===== src/rtl/cpu_multicycle.sv =====
// Multicycle RV32I core: FETCH -> EXEC -> (MEM) -> WB, one instruction at a time.
// Define CPU_MC_PERF_EN to add the perf_cycle / perf_instret counters.
module cpu_multicycle #(
    parameter logic [31:0] RESET_VECTOR = 32'h0000_0000,
    parameter int unsigned CNT_WIDTH    = 32
) (
    input  logic        clock,
    input  logic        reset,
    output logic        imem_req,
    output logic [31:0] imem_addr,
    input  logic        imem_ack,
    input  logic [31:0] imem_rdata,
    output logic        dmem_req,
    output logic        dmem_we,
    output logic [2:0]  dmem_op,
    output logic [31:0] dmem_addr,
    output logic [31:0] dmem_wdata,
    input  logic        dmem_ack,
    input  logic [31:0] dmem_rdata,
    output logic        retire,
    output logic        halted
`ifdef CPU_MC_PERF_EN
    ,
    output logic [CNT_WIDTH-1:0] perf_cycle,
    output logic [CNT_WIDTH-1:0] perf_instret
`endif
);

    typedef enum logic [2:0] {StFetch, StExec, StMem, StWb, StHalt} state_e;

    state_e      r_state, w_state_next;
    logic        r_boot;
    logic [31:0] r_pc, r_ir, r_result, r_npc, r_wdata;
    logic        r_wr;
    logic [31:0] r_regs [32];

    logic [6:0]  w_opcode;
    logic [2:0]  w_f3;
    logic [4:0]  w_rd;
    logic [31:0] w_rs1v, w_rs2v, w_pc4;
    logic [31:0] w_imm_i, w_imm_s, w_imm_b, w_imm_u, w_imm_j;
    logic [31:0] w_alu_b, w_alu;
    logic        w_br_taken;
    logic [31:0] w_result, w_npc;
    logic        w_wr, w_mem, w_ebreak;

    assign w_opcode = r_ir[6:0];
    assign w_f3     = r_ir[14:12];
    assign w_rd     = r_ir[11:7];
    assign w_rs1v   = (r_ir[19:15] == 5'd0) ? 32'd0 : r_regs[r_ir[19:15]];
    assign w_rs2v   = (r_ir[24:20] == 5'd0) ? 32'd0 : r_regs[r_ir[24:20]];
    assign w_pc4    = r_pc + 32'd4;

    assign w_imm_i = {{20{r_ir[31]}}, r_ir[31:20]};
    assign w_imm_s = {{20{r_ir[31]}}, r_ir[31:25], r_ir[11:7]};
    assign w_imm_b = {{19{r_ir[31]}}, r_ir[31], r_ir[7], r_ir[30:25], r_ir[11:8], 1'b0};
    assign w_imm_u = {r_ir[31:12], 12'b0};
    assign w_imm_j = {{11{r_ir[31]}}, r_ir[31], r_ir[19:12], r_ir[20], r_ir[30:21], 1'b0};

    assign w_alu_b = (w_opcode == 7'b0110011) ? w_rs2v : w_imm_i;

    always_comb begin
        w_alu = 32'd0;
        unique case (w_f3)
            3'b000: w_alu = (w_opcode == 7'b0110011 && r_ir[30]) ? w_rs1v - w_alu_b
                                                                  : w_rs1v + w_alu_b;
            3'b001: w_alu = w_rs1v << w_alu_b[4:0];
            3'b010: w_alu = {31'd0, $signed(w_rs1v) < $signed(w_alu_b)};
            3'b011: w_alu = {31'd0, w_rs1v < w_alu_b};
            3'b100: w_alu = w_rs1v ^ w_alu_b;
            3'b101: w_alu = r_ir[30] ? $unsigned($signed(w_rs1v) >>> w_alu_b[4:0])
                                     : w_rs1v >> w_alu_b[4:0];
            3'b110: w_alu = w_rs1v | w_alu_b;
            3'b111: w_alu = w_rs1v & w_alu_b;
            default: w_alu = 32'd0;
        endcase
    end

    always_comb begin
        w_br_taken = 1'b0;
        case (w_f3)
            3'b000: w_br_taken = (w_rs1v == w_rs2v);
            3'b001: w_br_taken = (w_rs1v != w_rs2v);
            3'b100: w_br_taken = ($signed(w_rs1v) < $signed(w_rs2v));
            3'b101: w_br_taken = ($signed(w_rs1v) >= $signed(w_rs2v));
            3'b110: w_br_taken = (w_rs1v < w_rs2v);
            3'b111: w_br_taken = (w_rs1v >= w_rs2v);
            default: w_br_taken = 1'b0;
        endcase
    end

    // Anything not matched below falls through as a NOP.
    always_comb begin
        w_result = w_alu;
        w_npc    = w_pc4;
        w_wr     = 1'b0;
        w_mem    = 1'b0;
        w_ebreak = 1'b0;
        case (w_opcode)
            7'b0110111: begin w_result = w_imm_u; w_wr = 1'b1; end
            7'b0010111: begin w_result = r_pc + w_imm_u; w_wr = 1'b1; end
            7'b1101111: begin w_result = w_pc4; w_npc = r_pc + w_imm_j; w_wr = 1'b1; end
            7'b1100111: if (w_f3 == 3'b000) begin
                w_result = w_pc4;
                w_npc    = (w_rs1v + w_imm_i) & ~32'd1;
                w_wr     = 1'b1;
            end
            7'b1100011: if (w_br_taken) w_npc = r_pc + w_imm_b;
            7'b0000011: if (w_f3 inside {3'b000, 3'b001, 3'b010, 3'b100, 3'b101}) begin
                w_result = w_rs1v + w_imm_i;
                w_mem    = 1'b1;
                w_wr     = 1'b1;
            end
            7'b0100011: if (w_f3 inside {3'b000, 3'b001, 3'b010}) begin
                w_result = w_rs1v + w_imm_s;
                w_mem    = 1'b1;
            end
            7'b0010011, 7'b0110011: w_wr = 1'b1;
            7'b1110011: w_ebreak = (r_ir == 32'h0010_0073);
            default: ;
        endcase
    end

    always_comb begin
        w_state_next = r_state;
        unique case (r_state)
            StFetch: if (!r_boot && imem_ack) w_state_next = StExec;
            StExec:  w_state_next = w_ebreak ? StHalt : (w_mem ? StMem : StWb);
            StMem:   if (dmem_ack) w_state_next = StWb;
            StWb:    w_state_next = StFetch;
            StHalt:  w_state_next = StHalt;
            default: w_state_next = StFetch;
        endcase
    end

    // r_boot keeps requests low for the cycle right after a reset edge.
    always_ff @(posedge clock) begin
        if (reset) begin
            r_state <= StFetch;
            r_pc    <= RESET_VECTOR;
            r_boot  <= 1'b1;
        end else begin
            r_state <= w_state_next;
            r_boot  <= 1'b0;
            if (r_state == StWb) r_pc <= r_npc;
        end
    end

    always_ff @(posedge clock) begin
        if (!reset) begin
            case (r_state)
                StFetch: if (!r_boot && imem_ack) r_ir <= imem_rdata;
                StExec: begin
                    r_result <= w_result;
                    r_npc    <= w_npc;
                    r_wr     <= w_wr;
                    r_wdata  <= w_rs2v;
                end
                StMem: if (dmem_ack && !r_ir[5]) r_result <= dmem_rdata;
                StWb: if (r_wr && w_rd != 5'd0) r_regs[w_rd] <= r_result;
                default: ;
            endcase
        end
    end

    assign imem_req   = (r_state == StFetch) && !r_boot;
    assign imem_addr  = r_pc;
    assign dmem_req   = (r_state == StMem);
    assign dmem_we    = r_ir[5];
    assign dmem_op    = w_f3;
    assign dmem_addr  = r_result;
    assign dmem_wdata = r_wdata;
    assign retire     = (r_state == StWb);
    assign halted     = (r_state == StHalt);

`ifdef CPU_MC_PERF_EN
    logic [CNT_WIDTH-1:0] r_perf_cycle, r_perf_instret;

    always_ff @(posedge clock) begin
        if (reset) begin
            r_perf_cycle   <= '0;
            r_perf_instret <= '0;
        end else begin
            if (r_state != StHalt) r_perf_cycle <= r_perf_cycle + {{(CNT_WIDTH-1){1'b0}}, 1'b1};
            if (retire) r_perf_instret <= r_perf_instret + {{(CNT_WIDTH-1){1'b0}}, 1'b1};
        end
    end

    assign perf_cycle   = r_perf_cycle;
    assign perf_instret = r_perf_instret;
`else
    // Keeps CNT_WIDTH referenced when the counters are compiled out.
    if (CNT_WIDTH == 0) begin : g_cnt_width_unused
    end
`endif

endmodule


===== config.mk =====
export PLATFORM = sky130hd
export DESIGN_NAME = cpu_multicycle
export DESIGN_NICKNAME = d
export VERILOG_FILES = /design/src/rtl/cpu_multicycle.sv
export SDC_FILE = /design/constraint.sdc
export NUM_CORES = 2
export LEC_CHECK = 0
export ABC_AREA = 1
export BUFFER_PORTS_ARGS = -buffer_cell sky130_fd_sc_hd__buf_4
export CAP_MARGIN = 40
export CORE_MARGIN = 2
export CORE_UTILIZATION = 27
export DETAILED_ROUTE_END_ITERATION = 10
export PLACE_DENSITY = 0.49
export SLEW_MARGIN = 10
export SYNTH_ARGS = -nofsm -noshare
export SYNTH_HDL_FRONTEND = slang
export SYNTH_SLANG_ARGS = --single-unit

===== constraint.sdc =====
create_clock -name clock -period 4.5 [get_ports clock]
set_input_delay 0.9 -clock clock [delete_from_list [all_inputs] [get_ports clock]]
set_output_delay 0.9 -clock clock [all_outputs]
set_load 0.005 [all_outputs]

==> results.md <==
* Final ANT Viol Nets at 0
* Worst-Margin Slew at between 900 and 1000 ps
* Antenna violations before repair at 25
* Syn Std Cell Area at about 75000 um2
* Crit path launch type: register
* GR Overflow Total at 0
* Clock Skew at 87.7 ps
* Failing checks: setup timing
* Most frequent cells in the layout: nand2_1 (2270), buf_4 (1445), edfxtp_1 (1153)
* Max VDD drop at between 200 and 300 uV
* Drt total wl at around 410000 um
* Final worst setup slack at -713 ps
* DR DRC count at 0
* Post-synth EDFFs at around 1200
* Standard-cell rows at between 150 and 200
* Async S/R FF share, synth at 0%
* Max-slew violation count at 0
* Worst-path fanout max at 14
* H-tree levels at 4
* Fillers at between 20000 and 30000
* Final GP Congestion at roughly 1.0
* Synth cell types at 72
* Die width at roughly 530 um
* Tot Pwr at 0.0394 W
* Slew margin rel. at between 30% and 40%
* DPL Wire Length at ~280000 um
* CP top delay family: buffers and inverters
* WL/cell at between 20 and 30 um
* Post-synthesis sequential area ratio at about 47%
* Dpl cell area at 91300 um2
* Largest net degree at the start of global routing at 71
* Via count at a little under 80000
* Die area at approximately 280000 um2
* Clock Sinks at ~1200
* Slowest cell delay on critical path at around 370 ps
* Setup Viol. Count Final at 56
* Pre-CTS worst setup slack at -1380 ps
* Buffers & Inverters on Critical Path at 12
* I/O pin count at between 150 and 200
* CTS Hold Bufs at 0
* Synthesized instance count at roughly 9200
* Core area at about 280000 um2
* CTS tree: yes
* Buffers on Ports at 171
* Vias per inst at between 5 and 6
* CTS root buf: clkbuf_16
* P_leak at ~40 nW
* Final nets at roughly 11000
* Syn Area/Cell at 8.19 um2
* Fin area at between 100000 and 150000 um2
* WP data arrival at 5920 ps
* Drt first pass iters at 7
* Slowest stage cell, crit path: dfxtp_4
* Clock latency on the worst-skew pair at 860 ps
* Layout cell share with drive strength beyond 1 at between 20 and 25%
* CTS Buf Count at around 150
* Commonest non-fill, non-tap cell in the layout: nand2_1
* RSZ-0062 raised after global routing: yes
* CTS max path bufs at 4
* Seq cells post-synth at 1199
* Fmax at about 0.19 GHz
* Max-cap viol count at 0
* Synth Warn # at 0
* Initial Util at a little over a quarter
* Status: complete, but fails checks
* Period utilization at 116%
* Pwr dens at approximately 400 nW/um2
* Synth Flop Type: edfxtp_1
* Clk slew on worst S/H paths at 60 ps
* Final Critical Period at about 5200 ps
* Hold crit path type: primary input to register
* Worst EP required at between 5000 and 6000 ps
* Area grow syn2layout at 33.0%
* First-pass GRT wire length at approximately 570000 um
* Final Hold Fails at 0
* Crit Path Category: register to register
* GRT Total Usage at ~28%
* Most used cell, CP: buf_4
* Die H at ~530 um
* CP endpoint kind: register
* Vias in the first global route at 74700
* DR iter-0 viols at ~11000
==> metal layers <==
metal | global-route usage [%] | wire, um | vias up
met1 | 38.3 | 172000 | 38900
met5 | 0 | 86 | -
met4 | 11.8 | 20300 | 14
met2 | 41.5 | 175000 | 4779
li1 | - | - | 35000
met3 | 5.70 | 42900 | 888
==> worst reg2reg max path, delay by kind of cell, from the launching register on <==
family                     cells  cell delay, ps
buffers and inverters         12            1880
DFF                            1             370
and+or+nand+nor                7             970
AOI/OAI and AO/OA             10            1510
adders and majority gates      1             350
==> power by group <==
| part | internal, W | switching [W] |
|---|---|---|
| Sequential | 0.0128 | 0.000249 |
| Combinational | 0.00576 | 0.00901 |
| Clock | 0.00661 | 0.00503 |
==> final timing paths <==
| kind | depth (start not counted) | slack [ps] | start | to |
|---|---|---|---|---|
| worst min register to register | 2 | 530 | r_npc[31] | imem_addr[31] |
| worst max register to register | 30 | -710 | register | dmem_addr[0] |
| worst max-delay path | 30 | -710 | register | dmem_addr[0] |
| worst min-delay path | 1 | 250 | imem_rdata[4] | r_ir[4] |
==> stage by stage <==
stage               util [%]  TNS, ps  hold WS [ps]  cells
detailed placement      33.0   -57970           510  14000
global placement        32.9   -60550           501  14000
floorplan                  -    -6.28           489   9238
finish                  36.2   -26000           248  14300
CTS                     35.7   -24930           201  14300
global route            36.2   -37390           223  14300
==> repair_timing <==
| item | 4_1_cts | 5_1_grt |
|---|---|---|
| endpoints found under the setup margin | 63 | 63 |
| gates cloned | 42 | 9 |
| gates resized for setup | 357 | 240 |
| buffers inserted | 38 | 12 |
| pin swaps | 71 | 37 |
==> layout make-up <==
type	count	area, um2	area share [%]
clock buffers	173	3830	3.82
inverters	512	2030	2.02
multi-input cells	6925	36900	36.8
well taps	3705	4640	4.62
clock inverters	86	701	0.699
diodes	8	20.0	0.0200
repair inverters	2	20.0	0.0200
flip-flops and latches	1199	35600	35.5
repair buffers	1719	16500	16.5
==> synth_stat cells (all sizes together) (64+ instances only) <==
master	n	area [um2]
inv	504	1900
buf	323	2070
xor2	87	762
edfxtp	1153	34600
o22ai	64	400
clkbuf	279	1050
o221ai	194	1700
nand2	2319	8740
nor2	893	3380
o21ai	912	4590
o211ai	91	688
ha	220	2750
nand3	1090	5590
a21oi	614	3080
==> flip-flops by register name, summed over array words and instances (netlist names), named ones only <==
signal      count
dmem_wdata     32
dmem_addr      32
r_wr            1
r_ir           32
imem_addr      32
r_boot          1
r_state         3
r_npc          32
r_regs       1024
==> kinds of logic (layout without fill, tap and decap cells) <==
logic type,after synthesis,count (layout),share of synthesized area [%]
flops,1199,1199,47.2
xor+xnor,117,117,1.36
other cells,1,40,0.00498
buf+inv,1114,2492,6.70
compound gates,2101,2101,16.2
mux,1,1,0.0133
fa+ha+maj,227,227,3.84
simple gates,4447,4447,24.7
No activity file was read; power rests on OpenSTA's default activity.
